==> src/rtl/seg7_mux_counter.sv <==
// Hex/BCD up-down counter with a time-multiplexed common-segment 7-seg driver.
// Counts on a prescaled tick and refreshes one digit per slot, with zero blanking.
module seg7_mux_counter #(
    parameter int DIGITS      = 2,
    parameter int TICK_DIV    = 4194304,
    parameter int REFRESH_DIV = 6000
) (
    input  logic                  clk,
    input  logic                  rst_n,
    input  logic                  en,
    input  logic                  dir,
    input  logic                  mode_dec,
    input  logic                  blank_lz,
    input  logic                  load,
    input  logic [4*DIGITS-1:0]   load_val,
    output logic [4*DIGITS-1:0]   count,
    output logic                  wrap,
    output logic [6:0]            seg_n,
    output logic [DIGITS-1:0]     dig_en
);

    localparam int W  = 4 * DIGITS;
    localparam int PW = $clog2(TICK_DIV);
    localparam int RW = $clog2(REFRESH_DIV);
    localparam int IW = (DIGITS > 1) ? $clog2(DIGITS) : 1;

    localparam logic [PW-1:0] PMAX = PW'(TICK_DIV - 1);
    localparam logic [RW-1:0] RMAX = RW'(REFRESH_DIV - 1);
    localparam logic [IW-1:0] IMAX = IW'(DIGITS - 1);

    logic [PW-1:0] pre;
    logic [RW-1:0] rfr;
    logic [IW-1:0] idx;
    logic          tick;

    logic [W-1:0]  hex_next;
    logic          hex_wrap;
    logic [W-1:0]  bcd_next;
    logic          bcd_wrap;
    logic [W-1:0]  load_next;

    logic [3:0]        nib;
    logic              blank;
    logic [DIGITS-1:0] onehot;

    function automatic logic [6:0] glyph(input logic [3:0] v);
        case (v)
            4'h0:    glyph = 7'b0000001;
            4'h1:    glyph = 7'b1001111;
            4'h2:    glyph = 7'b0010010;
            4'h3:    glyph = 7'b0000110;
            4'h4:    glyph = 7'b1001100;
            4'h5:    glyph = 7'b0100100;
            4'h6:    glyph = 7'b0100000;
            4'h7:    glyph = 7'b0001111;
            4'h8:    glyph = 7'b0000000;
            4'h9:    glyph = 7'b0000100;
            4'hA:    glyph = 7'b0001000;
            4'hB:    glyph = 7'b1100000;
            4'hC:    glyph = 7'b0110001;
            4'hD:    glyph = 7'b1000010;
            4'hE:    glyph = 7'b0110000;
            default: glyph = 7'b0111000;
        endcase
    endfunction

    assign tick = en && (pre == PMAX);

    always_comb begin
        hex_next = dir ? (count + W'(1)) : (count - W'(1));
        hex_wrap = dir ? (&count) : ~(|count);
    end

    // Ripple carry/borrow through the decimal digits; bad nibbles act as 9.
    always_comb begin
        logic [3:0] d;
        logic       c;
        bcd_next  = '0;
        load_next = load_val;
        c         = 1'b1;
        for (int i = 0; i < DIGITS; i++) begin
            d = count[4*i +: 4];
            if (d > 4'd9) d = 4'd9;
            if (c) begin
                if (dir) begin
                    if (d == 4'd9) begin
                        d = 4'd0;
                    end else begin
                        d = d + 4'd1;
                        c = 1'b0;
                    end
                end else begin
                    if (d == 4'd0) begin
                        d = 4'd9;
                    end else begin
                        d = d - 4'd1;
                        c = 1'b0;
                    end
                end
            end
            bcd_next[4*i +: 4] = d;
            if (mode_dec && load_val[4*i +: 4] > 4'd9)
                load_next[4*i +: 4] = 4'd9;
        end
        bcd_wrap = c;
    end

    always_ff @(posedge clk or negedge rst_n) begin
        if (!rst_n) begin
            count <= '0;
            pre   <= '0;
            wrap  <= 1'b0;
        end else begin
            wrap <= 1'b0;
            if (load) begin
                count <= load_next;
                pre   <= '0;
            end else begin
                if (en)
                    pre <= tick ? '0 : pre + PW'(1);
                if (tick) begin
                    count <= mode_dec ? bcd_next : hex_next;
                    wrap  <= mode_dec ? bcd_wrap : hex_wrap;
                end
            end
        end
    end

    always_ff @(posedge clk or negedge rst_n) begin
        if (!rst_n) begin
            rfr <= '0;
            idx <= '0;
        end else if (rfr == RMAX) begin
            rfr <= '0;
            idx <= (idx == IMAX) ? '0 : idx + IW'(1);
        end else begin
            rfr <= rfr + RW'(1);
        end
    end

    // A digit is blank only when it and every digit above it are zero.
    always_comb begin
        nib   = 4'(count >> {idx, 2'b00});
        blank = blank_lz && (idx != '0) && ((count >> {idx, 2'b00}) == '0);
        for (int i = 0; i < DIGITS; i++)
            onehot[i] = (idx == IW'(i));
    end

    always_ff @(posedge clk or negedge rst_n) begin
        if (!rst_n) begin
            seg_n  <= 7'h7F;
            dig_en <= '0;
        end else begin
            seg_n  <= blank ? 7'h7F : glyph(nib);
            dig_en <= onehot;
        end
    end

endmodule

==> config.mk <==
export PLATFORM = sky130hd
export DESIGN_NAME = seg7_mux_counter
export DESIGN_NICKNAME = d
export VERILOG_FILES = /design/src/rtl/seg7_mux_counter.sv
export SDC_FILE = /design/constraint.sdc
export NUM_CORES = 1
export LEC_CHECK = 0
export BUFFER_PORTS_ARGS = -buffer_cell sky130_fd_sc_hd__buf_2
export CELL_PAD_IN_SITES_DETAIL_PLACEMENT = 1
export CELL_PAD_IN_SITES_GLOBAL_PLACEMENT = 1
export CORE_ASPECT_RATIO = 0.5
export CORE_UTILIZATION = 45
export CTS_CLUSTER_DIAMETER = 200
export CTS_CLUSTER_SIZE = 8
export DETAILED_ROUTE_END_ITERATION = 8
export PLACE_DENSITY = 0.75
export SETUP_SLACK_MARGIN = 0.5
export SLEW_MARGIN = 20
export SYNTH_ARGS = -nofsm -noshare
export SYNTH_HDL_FRONTEND = slang
export SYNTH_SLANG_ARGS = --single-unit
==> constraint.sdc <==
create_clock -name clk -period 2.5 [get_ports clk]
set_input_delay 0.5 -clock clk [delete_from_list [all_inputs] [get_ports clk]]
set_output_delay 0.5 -clock clk [all_outputs]
set_load 0.01 [all_outputs]
==> results of run 1 <==
==> power breakdown <==
group          internal (mW)  switching, mW
clock                  0.403          0.344
sequential             0.921         0.0476
combinational          0.197          0.271
==> what timing repair did <==
item / in CTS / in global routing
setup endpoints to repair: 29 / 35
buffers inserted: 17 / 6
pin swaps: 7 / 1
gates resized for setup: 12 / 9
endpoints found under the hold margin: 0 / 0
==> worst register-to-register path: stages (launching register included) <==
cell	delay (ns)
dfrtp_1	0.38
ha_2	0.20
nand4_1	0.13
buf_4	0.17
buf_4	0.12
buf_4	0.12
buf_4	0.12
buf_4	0.12
buf_4	0.12
nor4_2	0.14
nand2_1	0.14
a32oi_1	0.16
o31ai_1	0.10
==> worst paths after layout <==
check / from / end
setup / recovery: pre[0]$_DFFE_PN0P_ / count[6]$_DFFE_PN0P_
hold / removal: rst_n / pre[18]$_DFFE_PN0P_
setup reg to reg: pre[0]$_DFFE_PN0P_ / count[6]$_DFFE_PN0P_
hold reg to reg: rfr[0]$_DFF_PN0_ / rfr[0]$_DFF_PN0_
max in group asynchronous: rst_n / seg_n[0]$_DFF_PN1_
min in group clk: load_val[3] / count[3]$_DFFE_PN0P_
==> cells in the final DEF, fill, tap and decap left out, drive strengths merged, types with 3 or more instances in the layout <==
| cell | count |
|---|---|
| buf | 68 |
| nor2 | 56 |
| dfrtp | 47 |
| nand2 | 34 |
| o21ai | 21 |
| xor2 | 20 |
| a21oi | 20 |
| nand3 | 18 |
| xnor2 | 16 |
| ha | 14 |
| nor3 | 10 |
| nand4 | 10 |
| inv | 9 |
| dfstp | 7 |
| clkbuf | 7 |
| mux2i | 6 |
| a211oi | 6 |
| o31ai | 5 |
| or3 | 5 |
| nor4 | 5 |
| o211ai | 4 |
| a22oi | 4 |
| and3 | 3 |
| a211o | 3 |
| and4 | 3 |
| or2 | 3 |
| nand2b | 3 |
==> cell type report <==
cell class              count  area [um^2]  area share
clock buffers               6          139      0.0333
clock inverters             2         16.3     0.00391
inverters                   8         37.5     0.00901
multi-input cells         301         2030       0.487
flip-flops and latches     54         1370       0.328
well taps                  92          115      0.0276
repair buffers             69          464       0.111
==> through the flow <==
stage / util / area [um^2]
2_1_floorplan: - / 3450
3_3_place_gp: 0.536 / 3750
3_5_place_dp: 0.536 / 3750
4_1_cts: 0.584 / 4080
5_1_grt: 0.596 / 4170
6_report: 0.596 / 4170
==> per-layer routing <==
metal  global-route usage  vias up  share of wire
met4               0.0694        0          0.014
met5                    0        -              0
met2                0.462       57           0.48
met3               0.0433       13          0.034
met1                0.326     1540           0.47
li1                     -     1471              -
==> sequential cells by signal, indices dropped and copies added, names as in the netlist <==
name    count
wrap        1
seg_n       7
rfr        13
pre        22
dig_en      2
count       8
idx         1
==> cells by family after synthesis <==
kind of cell    share of synthesized area
simple gates                        0.231
compound gates                      0.159
flops                               0.401
fa+ha+maj                          0.0576
xor+xnor                           0.0930
mux                                0.0244
buf+inv                            0.0336
==> out/results.ini, run 1 <==
[setup_path]
cp_num_buf_inv = 6
crit_type = reg2reg
path_delay_family = buffers and inverters
crit_arrival_ns = 2.33
path_max_fanout = 2
r2r_setup_slack_ns = 0.35
cpMostUsedCell = buf_4
cp_cell_sequence = ha_2, nand4_1, buf_4, buf_4, buf_4, buf_4, buf_4, buf_4, nor4_2, nand2_1, a32oi_1, o31ai_1
cp_slowest_cell = dfrtp_1
path_depth = 12
required_ns = 2.67
cpPeakStageDelay_ns = 0.38
critPathCaptureType = register
reg2reg_depth = 12
start_kind = register

[timing]
tns_ns = 0
finalSetupViolCount = 0
tightest_slew_ns = 0.736
finalHoldViolCount = 0
whs_ns = 0.205
worst_slack_ns = 0.347
period_share = 0.861
fin_crit_ns = 2.15
clock_skew_ns = 0.00594
slew_viol_final = 0
clock.fmax_mhz = 464
slew_headroom = 0.495
rsz0062_at_grt = true

[cts]
clock_latency_ns = 0.30
cts_tree = done
cts_max_level = 2
clock_path_buffers = 2
clk_pin_slew_ns = 0.07
cts_root_buffer = clkbuf_16
cts_made_buffers = 5
cts.sinks = 54
ctsHoldBuffers = 0

[drt]
drt-vias-per-instance = 5.79
drc = 2
drtPass1Iterations = 6
num_vias = 3081
totalWireLength_mm = 9.58
drt.antenna.violating_nets = 0
first_iter_violations = 146
routedWlPerCell_um = 18.0

[synthesis]
synth_common_cells = nor2_1, dfrtp_1, nand2_1, o21ai_0
syn_area_um2 = 3390
syn_nets = 413
synth_area_leader_cell = dfrtp_1
synth_area_leaders = dfrtp_1, nor2_1, dfstp_2
ys_ff_latch = 54
async_flop_share = 1.00
synth.most_common_cell = nor2_1
synth-main-ff-cell = dfrtp_1
synth_edf_count = 0
ys_types = 56
synthCells = 383
yosysSeqAreaShare = 0.401
syn_area_per_cell_um2 = 8.85
synth.top_cell.area_share = 0.347
yosys_warnings = 0

[layout]
drive_above_1_share = 0.264
diodes = 0
layout.cells.non_filler = 532
fillCellCount = 823
area_growth_syn_to_layout_pct = 22.8
fin_nets = 469

[grt]
grt_start_max_net_pins = 30
antenna_found_initial = 0
first_global_vias = 3232
grt-ovfl-total = 0
grt.total_usage = 0.258
grt_pass1_wl_mm = 16.1

[die]
initial_core_util = 0.485
dieArea_um2 = 7910
die_h_um = 63.4
rows = 21
ios = 33
fp.dieW_um = 125
core-area_um2 = 6990

[placed_design]
dp_hpwl_mm = 6.40
port_buffers = 32
dp.cells = 501
dpl_worst_slack_ns = 0.216
place.gp.congestion = 0.800

[pwr]
power_mw = 2.18
power_density_nw_per_um2 = 524
leakagePower_nw = 1.77
ir_drop_v = 0.000284

[hold_path]
hold_path_class = in2async

[outcome]
violations = DRC
outcome = finished, violations left

[job]
max-cap-violations = 0

No activity file was read; power rests on OpenSTA's default activity.
==> run 2: changes to the inputs <==
Settings changed: CTS_BUF_LIST from default to sky130_fd_sc_hd__clkbuf_16.
==> out/results.ini, run 2 (same netlist as run 1, synthesis figures left out) <==
[timing]
finalSetupViolCount = 0
clock.fmax_mhz = 464
whs_ns = 0.207
clock_skew_ns = 0.00597
fin_crit_ns = 2.15
period_share = 0.862
slew_headroom = 0.499
finalHoldViolCount = 0
slew_viol_final = 0
tightest_slew_ns = 0.731
rsz0062_at_grt = true
tns_ns = 0

[cts]
cts_tree = done
clk_pin_slew_ns = 0.07
ctsHoldBuffers = 0
cts_max_level = 2
cts.sinks = 54
cts_root_buffer = clkbuf_16
clock_path_buffers = 2
cts_made_buffers = 5
clock_latency_ns = 0.30

[pwr]
clkPwrFrac = 0.331
internal_power_mw = 1.49
power_density_nw_per_um2 = 517
leakagePower_nw = 1.76
p_sw_uw = 657
switching_share = 0.306
combPwrFrac = 0.218
pwr-share-seq = 0.451
power_mw = 2.15
ir_drop_v = 0.000283

[die]
rows = 21
ios = 33
core-area_um2 = 6990
die_h_um = 63.4
fp.dieW_um = 125
dieArea_um2 = 7910
initial_core_util = 0.485

[layout]
final_common_cell = nor2_1
final_cell_mix = nor2_1, dfrtp_1, nand2_1, buf_4, buf_2
largest_register_ffs = 22
fin_nets = 469
diodes = 0
area_growth_syn_to_layout_pct = 22.5
drive_above_1_share = 0.261
fillCellCount = 822
top_regs = pre (22), rfr (13), count (8)
layout.cells.non_filler = 532
regMostFlops = pre

[setup_path]
cp_slowest_cell = dfrtp_1
cpMostUsedCell = buf_4
crit_type = reg2reg
path_delay_family = buffers and inverters
reg2reg_depth = 12
crit_arrival_ns = 2.33
cp_num_buf_inv = 6
cp_cell_sequence = ha_2, nand4_1, buf_4, buf_4, buf_4, buf_4, buf_4, buf_4, nor4_2, nand2_1, a32oi_1, o31ai_1
critPathCaptureType = register
start_kind = register
required_ns = 2.67
cpPeakStageDelay_ns = 0.38
path_max_fanout = 2
path_depth = 12

[drt]
first_iter_violations = 144
drtPass1Iterations = 6
drt-vias-per-instance = 5.78
drt.antenna.violating_nets = 0
num_vias = 3076
totalWireLength_mm = 9.55
drc = 2
routedWlPerCell_um = 18.0

[placed_design]
place.gp.congestion = 0.800
dp.cells = 501
port_buffers = 32
dp_hpwl_mm = 6.40

[grt]
grt_pass1_wl_mm = 16.1
grt-ovfl-total = 0
first_global_vias = 3241
grt_start_max_net_pins = 30
grt.total_usage = 0.259
antenna_found_initial = 0

[job]
max-cap-violations = 0

[outcome]
violations = DRC
outcome = finished, violations left

[hold_path]
hold_path_class = in2async

==> run 2: path summary, 6_finish.rpt <==
check	slack [ns]	end	from
worst min-delay path	0.21	pre[18]$_DFFE_PN0P_	rst_n
worst max-delay path	0.35	count[6]$_DFFE_PN0P_	pre[0]$_DFFE_PN0P_
worst min register to register	0.48	rfr[0]$_DFF_PN0_	rfr[0]$_DFF_PN0_
max in group asynchronous	1.64	seg_n[0]$_DFF_PN1_	rst_n
min in group clk	0.43	count[3]$_DFFE_PN0P_	load_val[3]
worst max register to register	0.35	count[6]$_DFFE_PN0P_	pre[0]$_DFFE_PN0P_
==> run 2: area by class of cell <==
type / instances / area (um^2) / share of cell area
tap: 92 / 115 / 0.0277
timing repair buffer: 69 / 464 / 0.112
multi-input combinational: 301 / 2030 / 0.488
clock inverter: 3 / 20.0 / 0.00482
clock buffer: 5 / 125 / 0.0301
inverter: 8 / 37.5 / 0.00903
sequential: 54 / 1370 / 0.329
==> run 2: repair_timing <==
item                       in CTS  in global routing
setup buffers                  17                  6
resized for setup              12                  9
setup endpoints to repair      29                 35
pin swaps                       7                  1
==> run 2: power by group through the flow <==
stage               clock, mW  combinational [mW]  sequential [mW]
floorplan                   0               0.277            0.977
global placement            0               0.388            0.989
detailed placement          0               0.406            0.991
CTS                     0.721               0.435            0.969
global route            0.755               0.518            0.975
finish                  0.712               0.468            0.969
==> run 2: routing by layer <==
metal  vias up  global-route usage  share of wire
li1       1471                   -              -
met1      1540               0.326           0.47
met2        52               0.460           0.48
met3        13              0.0442          0.031
met4         0              0.0725          0.014
met5         -                   0              0
==> run 2: per-stage QoR <==
stage	cell area [um^2]	setup slack, ns	util
detailed placement	3750	0.216	0.536
global route	4160	0.273	0.595
finish	4160	0.345	0.595
global placement	3750	0.330	0.536
floorplan	3450	0.426	-
CTS	4070	0.411	0.582
